<file path="src/rtl/rvfi_commit_monitor.sv">
// Retirement monitor: per-lane commit strobes and order numbers, halt-idiom
// detection (self-looping branch/jal) and an idle-retirement timeout.
module rvfi_commit_monitor #(
    parameter int XLEN        = 32,
    parameter int RETIRE_W    = 1,
    parameter int ORDER_W     = 64,
    parameter int HALT_REPEAT = 1,
    parameter int TIMEOUT     = 100000
) (
    input  logic                         clk,
    input  logic                         reset_n,
    input  logic                         clear,
    input  logic [RETIRE_W-1:0]          ret_valid,
    input  logic [RETIRE_W*XLEN-1:0]     ret_pc_rdata,
    input  logic [RETIRE_W*XLEN-1:0]     ret_pc_wdata,
    input  logic [RETIRE_W*7-1:0]        ret_opcode,
    output logic [RETIRE_W-1:0]          commit,
    output logic [RETIRE_W*ORDER_W-1:0]  order,
    output logic                         halt,
    output logic [XLEN-1:0]              halt_pc,
    output logic                         timeout,
    output logic [ORDER_W-1:0]           commit_count
);

    localparam int LOOP_W = (HALT_REPEAT > 0) ? $clog2(HALT_REPEAT + 1) : 1;
    localparam int IDLE_W = (TIMEOUT > 0) ? $clog2(TIMEOUT + 1) : 1;
    localparam logic [6:0] OP_BRANCH = 7'h63;
    localparam logic [6:0] OP_JAL    = 7'h6F;

    logic [ORDER_W-1:0]          order_cnt;
    logic [LOOP_W-1:0]           loop_cnt;
    logic [IDLE_W-1:0]           idle_cnt;

    logic [RETIRE_W-1:0]         loop_lane;
    logic [RETIRE_W-1:0]         accepted;
    logic [RETIRE_W*ORDER_W-1:0] order_nxt;
    logic [ORDER_W-1:0]          n_accepted;
    logic [LOOP_W-1:0]           loop_nxt;
    logic                        halt_hit;
    logic [XLEN-1:0]             halt_pc_nxt;
    logic                        any_valid;
    logic [IDLE_W-1:0]           idle_nxt;
    logic                        timeout_hit;
    int                          scan_c;

    // Lanes are valid-only (no ready): lane i is consumed on every rising
    // edge where ret_valid[i] is high; the monitor never back-pressures.
    always_comb begin
        loop_lane = '0;
        for (int i = 0; i < RETIRE_W; i++) begin
            loop_lane[i] = ret_valid[i]
                && (ret_opcode[i*7 +: 7] == OP_BRANCH || ret_opcode[i*7 +: 7] == OP_JAL)
                && (ret_pc_wdata[i*XLEN +: XLEN] == ret_pc_rdata[i*XLEN +: XLEN]);
        end
    end

    // Oldest-first scan; lanes after the halting lane are dropped.
    always_comb begin
        scan_c      = int'(loop_cnt);
        halt_hit    = 1'b0;
        halt_pc_nxt = '0;
        accepted    = '0;
        order_nxt   = '0;
        n_accepted  = '0;
        for (int i = 0; i < RETIRE_W; i++) begin
            order_nxt[i*ORDER_W +: ORDER_W] = order_cnt + n_accepted;
            if (ret_valid[i] && !halt_hit && !halt) begin
                accepted[i] = 1'b1;
                n_accepted  = n_accepted + ORDER_W'(1);
                scan_c      = loop_lane[i] ? scan_c + 1 : 0;
                if (scan_c >= HALT_REPEAT) begin
                    halt_hit    = 1'b1;
                    halt_pc_nxt = ret_pc_rdata[i*XLEN +: XLEN];
                end
            end
        end
        loop_nxt = LOOP_W'(scan_c);
    end

    always_comb begin
        any_valid   = |ret_valid;
        idle_nxt    = idle_cnt;
        timeout_hit = 1'b0;
        if (any_valid) begin
            idle_nxt = '0;
        end else if (TIMEOUT != 0 && !timeout) begin
            idle_nxt = idle_cnt + IDLE_W'(1);
            if (idle_nxt == IDLE_W'(TIMEOUT)) timeout_hit = 1'b1;
        end
    end

    always_ff @(posedge clk or negedge reset_n) begin
        if (!reset_n) begin
            commit    <= '0;
            order     <= '0;
            halt      <= 1'b0;
            halt_pc   <= '0;
            timeout   <= 1'b0;
            order_cnt <= '0;
            loop_cnt  <= '0;
            idle_cnt  <= '0;
        end else if (clear) begin
            commit    <= '0;
            order     <= '0;
            halt      <= 1'b0;
            halt_pc   <= '0;
            timeout   <= 1'b0;
            order_cnt <= '0;
            loop_cnt  <= '0;
            idle_cnt  <= '0;
        end else begin
            commit <= accepted;
            // Once halted every counter and the captured PC freeze.
            if (!halt) begin
                order     <= order_nxt;
                order_cnt <= order_cnt + n_accepted;
                loop_cnt  <= loop_nxt;
                idle_cnt  <= idle_nxt;
                if (halt_hit) begin
                    halt    <= 1'b1;
                    halt_pc <= halt_pc_nxt;
                end
                if (timeout_hit) timeout <= 1'b1;
            end
        end
    end

    assign commit_count = order_cnt;

endmodule
</file>
<file path="config.mk">
export PLATFORM = sky130hd
export DESIGN_NAME = rvfi_commit_monitor
export DESIGN_NICKNAME = d
export VERILOG_FILES = /design/src/rtl/rvfi_commit_monitor.sv
export SDC_FILE = /design/constraint.sdc
export NUM_CORES = 1
export LEC_CHECK = 0
export CAP_MARGIN = 20
export CORE_MARGIN = 2
export CORE_UTILIZATION = 49
export DETAILED_ROUTE_END_ITERATION = 7
export PLACE_DENSITY = 0.8
export SLEW_MARGIN = 25
export SYNTH_ARGS = -nofsm -noshare
export SYNTH_HDL_FRONTEND = slang
export SYNTH_SLANG_ARGS = --single-unit
export TNS_END_PERCENT = 30
</file>
<file path="constraint.sdc">
create_clock -name clk -period 4 [get_ports clk]
set_clock_uncertainty 0.1 [all_clocks]
set_input_delay 0.8 -clock clk [delete_from_list [all_inputs] [get_ports clk]]
set_output_delay 0.8 -clock clk [all_outputs]
set_load 0.005 [all_outputs]
</file>
* Word-level counts from Yosys, hierarchy flattened
Index checks and enable logic that the tools add are counted.
Widths: inputs -> output; s select.
** Operators by class
- Add/sub/neg operators :: 3
- Reductions and logical operators :: 12
- Equal/unequal tests :: 6
- $lt $le $gt $ge :: 1
- Mux-type cells :: 31
** Operators with widths (number)
- $mux 64 :: 4
- $mux 32 :: 5
- $mux 17 :: 4
- $add 64x64->64 :: 1
- $eq 32x32->1 :: 1
- $add 17x1->17 const B :: 1
- $eq 17x17->1 const B :: 1
- $mux 1 :: 17
- $eq 7x7->1 const B :: 2
- $reduce_and 2->1 :: 4
- $reduce_bool 2->1 :: 3
- $logic_and 1x1->1 :: 3
- $ne 3x3->1 const B :: 1
- $add 1x1->2 const B :: 1
- $ge 2x1->1 const B :: 1
- $mux 2 :: 1
- $ne 2x2->1 const B :: 1
- $logic_not 1->1 :: 1
- $logic_or 1x1->1 :: 1
** Word-level totals
- Logic and storage cells :: 61
- Flip-flop bits (word level) :: 181
- Bits of input ports :: 75
- Output and inout bits :: 163

* Longest topological paths before layout
Gate-level depths: netlist of run 1.
- Depth after elaboration :: 11
- Depth in mapped cells :: 11
- Depth with buffers taken out :: 9

* Worst setup path after synthesis of run 1
No wires, ideal clock.
- Kind :: input port to flip-flop
- Start point :: in ret_valid
- End point :: reg order_cnt[28] (netlist: commit_count[28])
- Stages :: 9
- Required time :: 3.822 ns
- Buffers on the path :: 0
- Setup slack :: 1.078 ns
- Arrival :: 2.744 ns
- Setup time :: 0.078 ns
- Path through :: nand2b_1 inv_2 ha_1 ha_1 and4_1 nor4b_2 nand4_1 or4_1 a21oi_1
** Between the ends
- Cells in the longest elaborated chain, start to end :: 5
** Ends and longest elaborated chain
- from (decl) :: RTL line 13 : input logic [RETIRE_W-1:0] ret_valid,
- $logic_and 1x1->1 :: RTL line 67 : if (ret_valid[i] && !halt_hit && !halt) begin
- $mux 1 :: RTL line 67
- $add 64x64->64 :: RTL line 116 : order_cnt <= order_cnt + n_accepted;
- $mux 64 :: RTL line 114 : if (!halt) begin
- $mux 64 :: RTL line 102 : end else if (clear) begin
- to (signal assigned) :: RTL line 116
- to (decl) :: RTL line 30 : logic [ORDER_W-1:0] order_cnt;
Every way passes these cells. The select of a mux whose other input is x is not followed.
A chain may end at the register's enable or synchronous reset.

* Worst setup path after layout of run 1
- Start point :: in ret_valid
- End point :: reg order_cnt[42] (netlist: commit_count[42])
Same word-level chain as after synthesis.

==> results.md, run 1 <==
- Setup violators final: 0
- Final nets: 1233
- Antenna viol nets, final: 0
- Filler instances: 1401
- VDD IR-drop max: 0.295 mV
- Crit path DAT: 3.56 ns
- Hold Vio Cnt, Final: 0
- Antenna violations before repair: 0
- Global route total overflow: 0
- Yosys reg bits: 180
- Slowest stage delay, CP: ~0.58 ns
- Wirelength per Cell: 19.3 microns
- Tmin final: roughly 3.3 ns
- Final wirelength: 26900 microns
- Max Fclk: 302 MHz
- Setup ws final: 0.694 ns
- Die area: 0.0197 sq mm
- Mapped Nets: between 1000 and 1500
- Die height: 140 microns
- Number of global-route vias before repair: about 8200
- Cts hold-fix bufs: 0
- Synth cell count leaders: dfrtp_1 (180), nor2_1 (124), a21oi_1 (71), nand4_1 (71), mux2i_1 (70)
- Number of enable flip-flop cells after synthesis: 0
- Post-synthesis sequential area ratio: 49.4%
- Syn-to-layout area delta: 35.2%
- RSZ-0062 raised after global routing: no
- IO buf count: 237
- # Max-Cap Violations: 0
- Sink Count: 180
- Pre-CTS setup slack: 0.286 ns
- Pleak: 0.00469 uW
- HPWL after DPL: 18500 microns
- Clock slew at reported path FFs: around 0.080 ns
- TNS Setup: 0 ns
- Fraction of layout cells with a size suffix above 1: ~5.7%
- Crit-path cells: clkdlybuf4s50_1 > nand2b_1 > inv_2 > ha_1 > ha_1 > and4_1 > nor4b_2 > buf_4 > nand4_1 > or3_1 > a21oi_1
- DRC errors left: 0
- Critical Path Sink Type: flip-flop
- Clk pwr share: around 46%
- Sw power: 920 uW
- Initial detailed-routing violation count: ~660
- Yosys cell types: 45
- Logic gate share of total power: 6.1%
- Synth warn: 0
- Ant diodes: 0
- First-pass GRT wire length: 43600 microns
- CTS max path bufs: 2
- Synth Instances: 941
- CTS root buffer: clkbuf_16
- Worst slew pin tran: 1.01 ns
- Mapped cell area: 0.00911 sq mm
- Final Wtd Congestion: 0.883
- Setup bufs post-CTS: 0
- Total CTS buffers: 17
- Post-synth top area share: 49.4%
- Clock latency at the later pin of the worst-skew pair: about 0.44 ns
- CTS tree: yes
- Worst Path Required: 4.25 ns
- GRT Overall Usage: 27.4%
- H-tree depth: 4
- Reg2reg path depth: 5
- Initial Utilization: between 50% and 60%
- Hold crit path type: in -> async
- Most common cell in the netlist: dfrtp_1
- Worst Path Max Fanout: 9
- Most used cell, CP: ha_1
- Syn Area/Cell: 9.68 sq um
- Top cells by area, synth: dfrtp_1 (49%), mux2i_1 (7.7%), nor2_1 (5.1%), nand4_1 (4.9%), o31ai_1 (4.2%)
- Core area: roughly 0.018 sq mm
- Async S/R FF share, synth: 100%
- Startpoint Class: primary input
- Pre-Repair DR Iteration Count: 8
- Primary FF master, synth: dfrtp_1
- Sequential Power Share: 48.2%
- Leading area contributor after synthesis: dfrtp_1
- Largest net degree at the start of global routing: 97
- Final Slew Violations: 0
- Relative slew slack: 32.7%
- Vias: approximately 8400
- # resized after CTS: 0
- PwrDens: 309 mW/mm^2
- Die width: 140 microns
- I/O pin count: roughly 240
- Worst Path Class, Setup: in -> reg
- Rows: 49
- Slowest-stage cell, CP: clkdlybuf4s50_1
- Final period utilization: 82.7%
- Switching Share: 24.2%
- Internal power consumption: 2890 uW
- Status: finished clean
- Routed vias/inst: about 6
[layer usage]
layer	GRT usage [%]	vias up	share of wire [%]
met5	0	-	0
met4	11.0	0	3.0
met3	6.50	67	6.4
met2	45.0	342	49
met1	35.4	4093	41
li1	-	3863	-
[power by group through the flow]
stage | sequential [uW] | clock [uW] | combinational, uW
floorplan | 1860 | 0 | 79.0
global placement | 1870 | 0 | 233
CTS | 1830 | 1770 | 236
finish | 1830 | 1740 | 233
detailed placement | 1870 | 0 | 234
global route | 1830 | 1850 | 256
[critical path: cells and delay by family]
kind	cells	cell delay, ns
buf+inv	3	0.88
simple gates	5	1.34
fa+ha+maj	2	0.41
compound gates	1	0.14
[registers in the layout, indices dropped and copies added, names as in the netlist]
name	flops
idle_cnt	17
halt	1
order	64
halt_pc	32
commit_count	64
commit	1
timeout	1
[cells in the final DEF, fill, tap and decap left out, types with 27 or more instances in the layout]
cell / count
xor2_1: 27
nand3_1: 39
o31ai_1: 51
xnor2_1: 36
dfrtp_1: 179
nand4_1: 71
clkdlybuf4s50_1: 235
nand2_1: 36
a21oi_1: 71
nor2_1: 124
mux2i_1: 70
o21ai_0: 36
[cell families after synthesis]
group / share of synthesized area [%]
compound gates: 11.3
xor+xnor: 6.06
buf+inv: 3.27
simple gates: 21.7
fa+ha+maj: 0.412
flops: 49.4
mux: 7.81
[worst paths after layout]
kind	slack, ns	start	end
setup / recovery	0.69	ret_valid	commit_count[42]$_DFFE_PN0P_
hold / removal	0.29	reset_n	order[11]$_DFFE_PN0P_
setup reg to reg	0.97	commit_count[25]$_DFFE_PN0P_	commit_count[63]$_DFFE_PN0P_
hold reg to reg	0.42	order[33]$_DFFE_PN0P_	order[33]$_DFFE_PN0P_
max in group asynchronous	2.56	reset_n	halt_pc[16]$_DFFE_PN0P_
min in group clk	0.42	order[33]$_DFFE_PN0P_	order[33]$_DFFE_PN0P_
[per-stage QoR]
stage,hold slack (ns),std cells,total power (uW),instance area (sq um),utilization (%)
2_1_floorplan,0.372,941,1940,9110,-
3_3_place_gp,0.403,1365,2100,11700,64.8
3_5_place_dp,0.413,1365,2100,11700,64.8
4_1_cts,0.304,1397,3840,12300,68.1
5_1_grt,0.340,1397,3940,12300,68.1
6_report,0.294,1397,3800,12300,68.1
[cell type report]
cell class,instances,area (sq um),area share (%)
sequential,180,4510,36.6
clock buffer,17,425,3.45
clock inverter,15,180,1.46
timing repair buffer,258,2550,20.7
tap,229,287,2.33
inverter,12,45.0,0.366
multi-input combinational,686,4330,35.1
(Power assumes the default switching activity.)
==> run 2: changes to the inputs <==
--- a/config.mk
+++ b/config.mk
@@ -7,9 +7,9 @@
 export LEC_CHECK = 0
 export CAP_MARGIN = 20
 export CORE_MARGIN = 2
-export CORE_UTILIZATION = 49
+export CORE_UTILIZATION = 45
 export DETAILED_ROUTE_END_ITERATION = 7
-export PLACE_DENSITY = 0.8
+export PLACE_DENSITY = 0.78
 export SLEW_MARGIN = 25
 export SYNTH_ARGS = -nofsm -noshare
 export SYNTH_HDL_FRONTEND = slang
==> constraint.sdc (replaced) <==
create_clock -name clk -period 2.75 [get_ports clk]
set_clock_uncertainty 0.1 [all_clocks]
set_input_delay 0.55 -clock clk [delete_from_list [all_inputs] [get_ports clk]]
set_output_delay 0.55 -clock clk [all_outputs]
set_load 0.005 [all_outputs]
==> results.md, run 2 (same netlist as run 1, synthesis figures left out) <==
- Status: finished clean
- Max Fclk: about 380 MHz
- Worst R2R Start: halt$_DFF_PN0_
- PwrDens: 409 mW/mm^2
- Die area: 0.0214 sq mm
- TNS Setup: 0 ns
- Metal2 WL: between 10000 and 15000 microns
- HPWL after DPL: approximately 20000 microns
- Largest net degree at the start of global routing: 105
- Sw power: 1260 uW
- Slowest-stage cell, CP: clkdlybuf4s50_1
- M1 WL: 11700 microns
- Switching Share: 23.6%
- CTS root buffer: clkbuf_16
- R2R Path End: commit_count[38]$_DFFE_PN0P_
- First-pass GRT wire length: about 44000 microns
- Delay-heaviest family, CP: buffers and inverters
- Setup violators final: 0
- RSZ-0062 raised after global routing: no
- H-tree depth: 4
- Wirelength per Cell: 18.3 microns
- Crit path DAT: about 2.0 ns
- Vias: 8662
- Relative slew slack: 45.2%
- Pre-CTS setup slack: -0.537 ns
- Pleak: 0.00508 uW
- Worst Path Max Fanout: 39
- GRT Overall Usage: 25.6%
- Startpoint Class: flip-flop
- Max Used Layer: met4
- Antenna viol nets, final: 0
- CTS tree: yes
- Sink Count: 180
- Critical Path Source: halt$_DFF_PN0_
- Layout Utilization: 65.0%
- Most frequent cells in the layout: clkdlybuf4s50_1 (234), dfrtp_1 (179), nor2_1 (124)
- Antenna violations before repair: 0
- Placed insts: ~1500
- Crit-path cells: buf_4 > buf_6 > clkdlybuf4s50_1
- Slowest stage delay, CP: ~0.6 ns
- Global route total overflow: 0
- Internal power consumption: 4070 uW
- Clock slew at reported path FFs: about 0.070 ns
- Hold Vio Cnt, Final: 0
- Sequential Power Share: 50.1%
- Number of global-route vias before repair: approximately 8500
- CTS max path bufs: 2
- Final period utilization: 96.6%
- IO buf count: 237
- Routed vias/inst: around 5.7
- Setup ws final: just over 0.09 ns
- Worst Path Class, Setup: reg -> out
- # Max-Cap Violations: 0
- Die width: 146 microns
- Final wirelength: 27800 microns
- Initial detailed-routing violation count: 659
- Final Wtd Congestion: roughly 0.87
- Hold crit path type: in -> async
- Worst Path Required: between 2 and 2.5 ns
- Cts hold-fix bufs: 0
- WL met3: 1470 microns
- Total CTS buffers: 17
- Reg2reg path depth: 11
- Fraction of layout cells with a size suffix above 1: between 10% and 20%
- Initial Utilization: between 40% and 50%
- Die height: 146 microns
- Total power: 5330 uW
- I/O pin count: 238
- Clock latency at the later pin of the worst-skew pair: 0.43 ns
- Tmin final: 2.66 ns
- Worst slew pin tran: 0.822 ns
- Final nets: 1317
- Rows: 52
- Core area: 0.0200 sq mm
- Buffers plus inverters on the worst setup path: 3
- Final Slew Violations: 0
- VDD IR-drop max: 0.417 mV
- DRC errors left: 0
- Clk pwr share: 43.0%
- Pre-Repair DR Iteration Count: 5
- Commonest non-fill, non-tap cell in the layout: clkdlybuf4s50_1
- Reg2Reg Setup Slack: 0.12 ns
- Ant diodes: 0
- Logic gate share of total power: between 6 and 7%
- Fin cells: 1520
- Syn-to-layout area delta: 43.0%
- Critical Path Sink Type: output port
run 2: changes by cell type in the layout (fill, tap and decap cells not counted), sizes merged, moves of 2 or more:
cell / previous run / this run
buf: 22 / 106
bufinv: 2 / 0
clkbuf: 18 / 22
clkinv: 0 / 6
inv: 24 / 14
run 2: worst max path at each step:
| stage | depth (start not counted) | slack [ns] | endpoint |
|---|---|---|---|
| after floorplan | 10 | 0.02 | commit_count[28]$_DFFE_PN0P_ |
| after global placement | 10 | -0.50 | commit_count[56]$_DFFE_PN0P_ |
| after detailed placement | 10 | -0.54 | commit_count[56]$_DFFE_PN0P_ |
| after CTS | 10 | 0.06 | commit_count[32]$_DFFE_PN0P_ |
| after global routing | 10 | 0.007 | commit_count[32]$_DFFE_PN0P_ |
| final | 3 | 0.09 | halt |
run 2: cell type report:
| type | instances | area, sq um |
|---|---|---|
| clock inverter | 9 | 73.8 |
| inverter | 12 | 45.0 |
| multi-input combinational | 686 | 4380 |
| timing repair buffer | 342 | 3220 |
| clock buffer | 21 | 470 |
| tap | 270 | 338 |
| sequential | 180 | 4510 |
| fill | 1644 | 7010 |
run 2: routing by layer:
| metal | vias up | track usage (%) |
|---|---|---|
| met5 | - | 0 |
| met4 | 0 | 9.32 |
| met3 | 57 | 4.44 |
| met2 | 298 | 43.3 |
| met1 | 4276 | 33.3 |
| li1 | 4031 | - |
run 2: through the flow:
step | instance area, sq um | hold WS [ns]
after floorplan | 9110 | 0.154
after global placement | 12400 | 0.404
after detailed placement | 12400 | 0.413
after CTS | 13000 | 0.0575
after global routing | 13000 | 0.0646
final | 13000 | 0.0296
run 2: repair_timing:
action,4_1_cts,5_1_grt
gates resized for setup,4,11
buffers inserted,0,3
cloned,0,1
endpoints found under the setup margin,15,10
pin swaps,0,2
run 2: power by group through the flow:
stage               combinational, uW  sequential [uW]  clock [uW]
floorplan                         115             2710           0
global placement                  366             2720           0
detailed placement                372             2720           0
CTS                               373             2670        2320
global route                      403             2670        2430
finish                            370             2670        2290
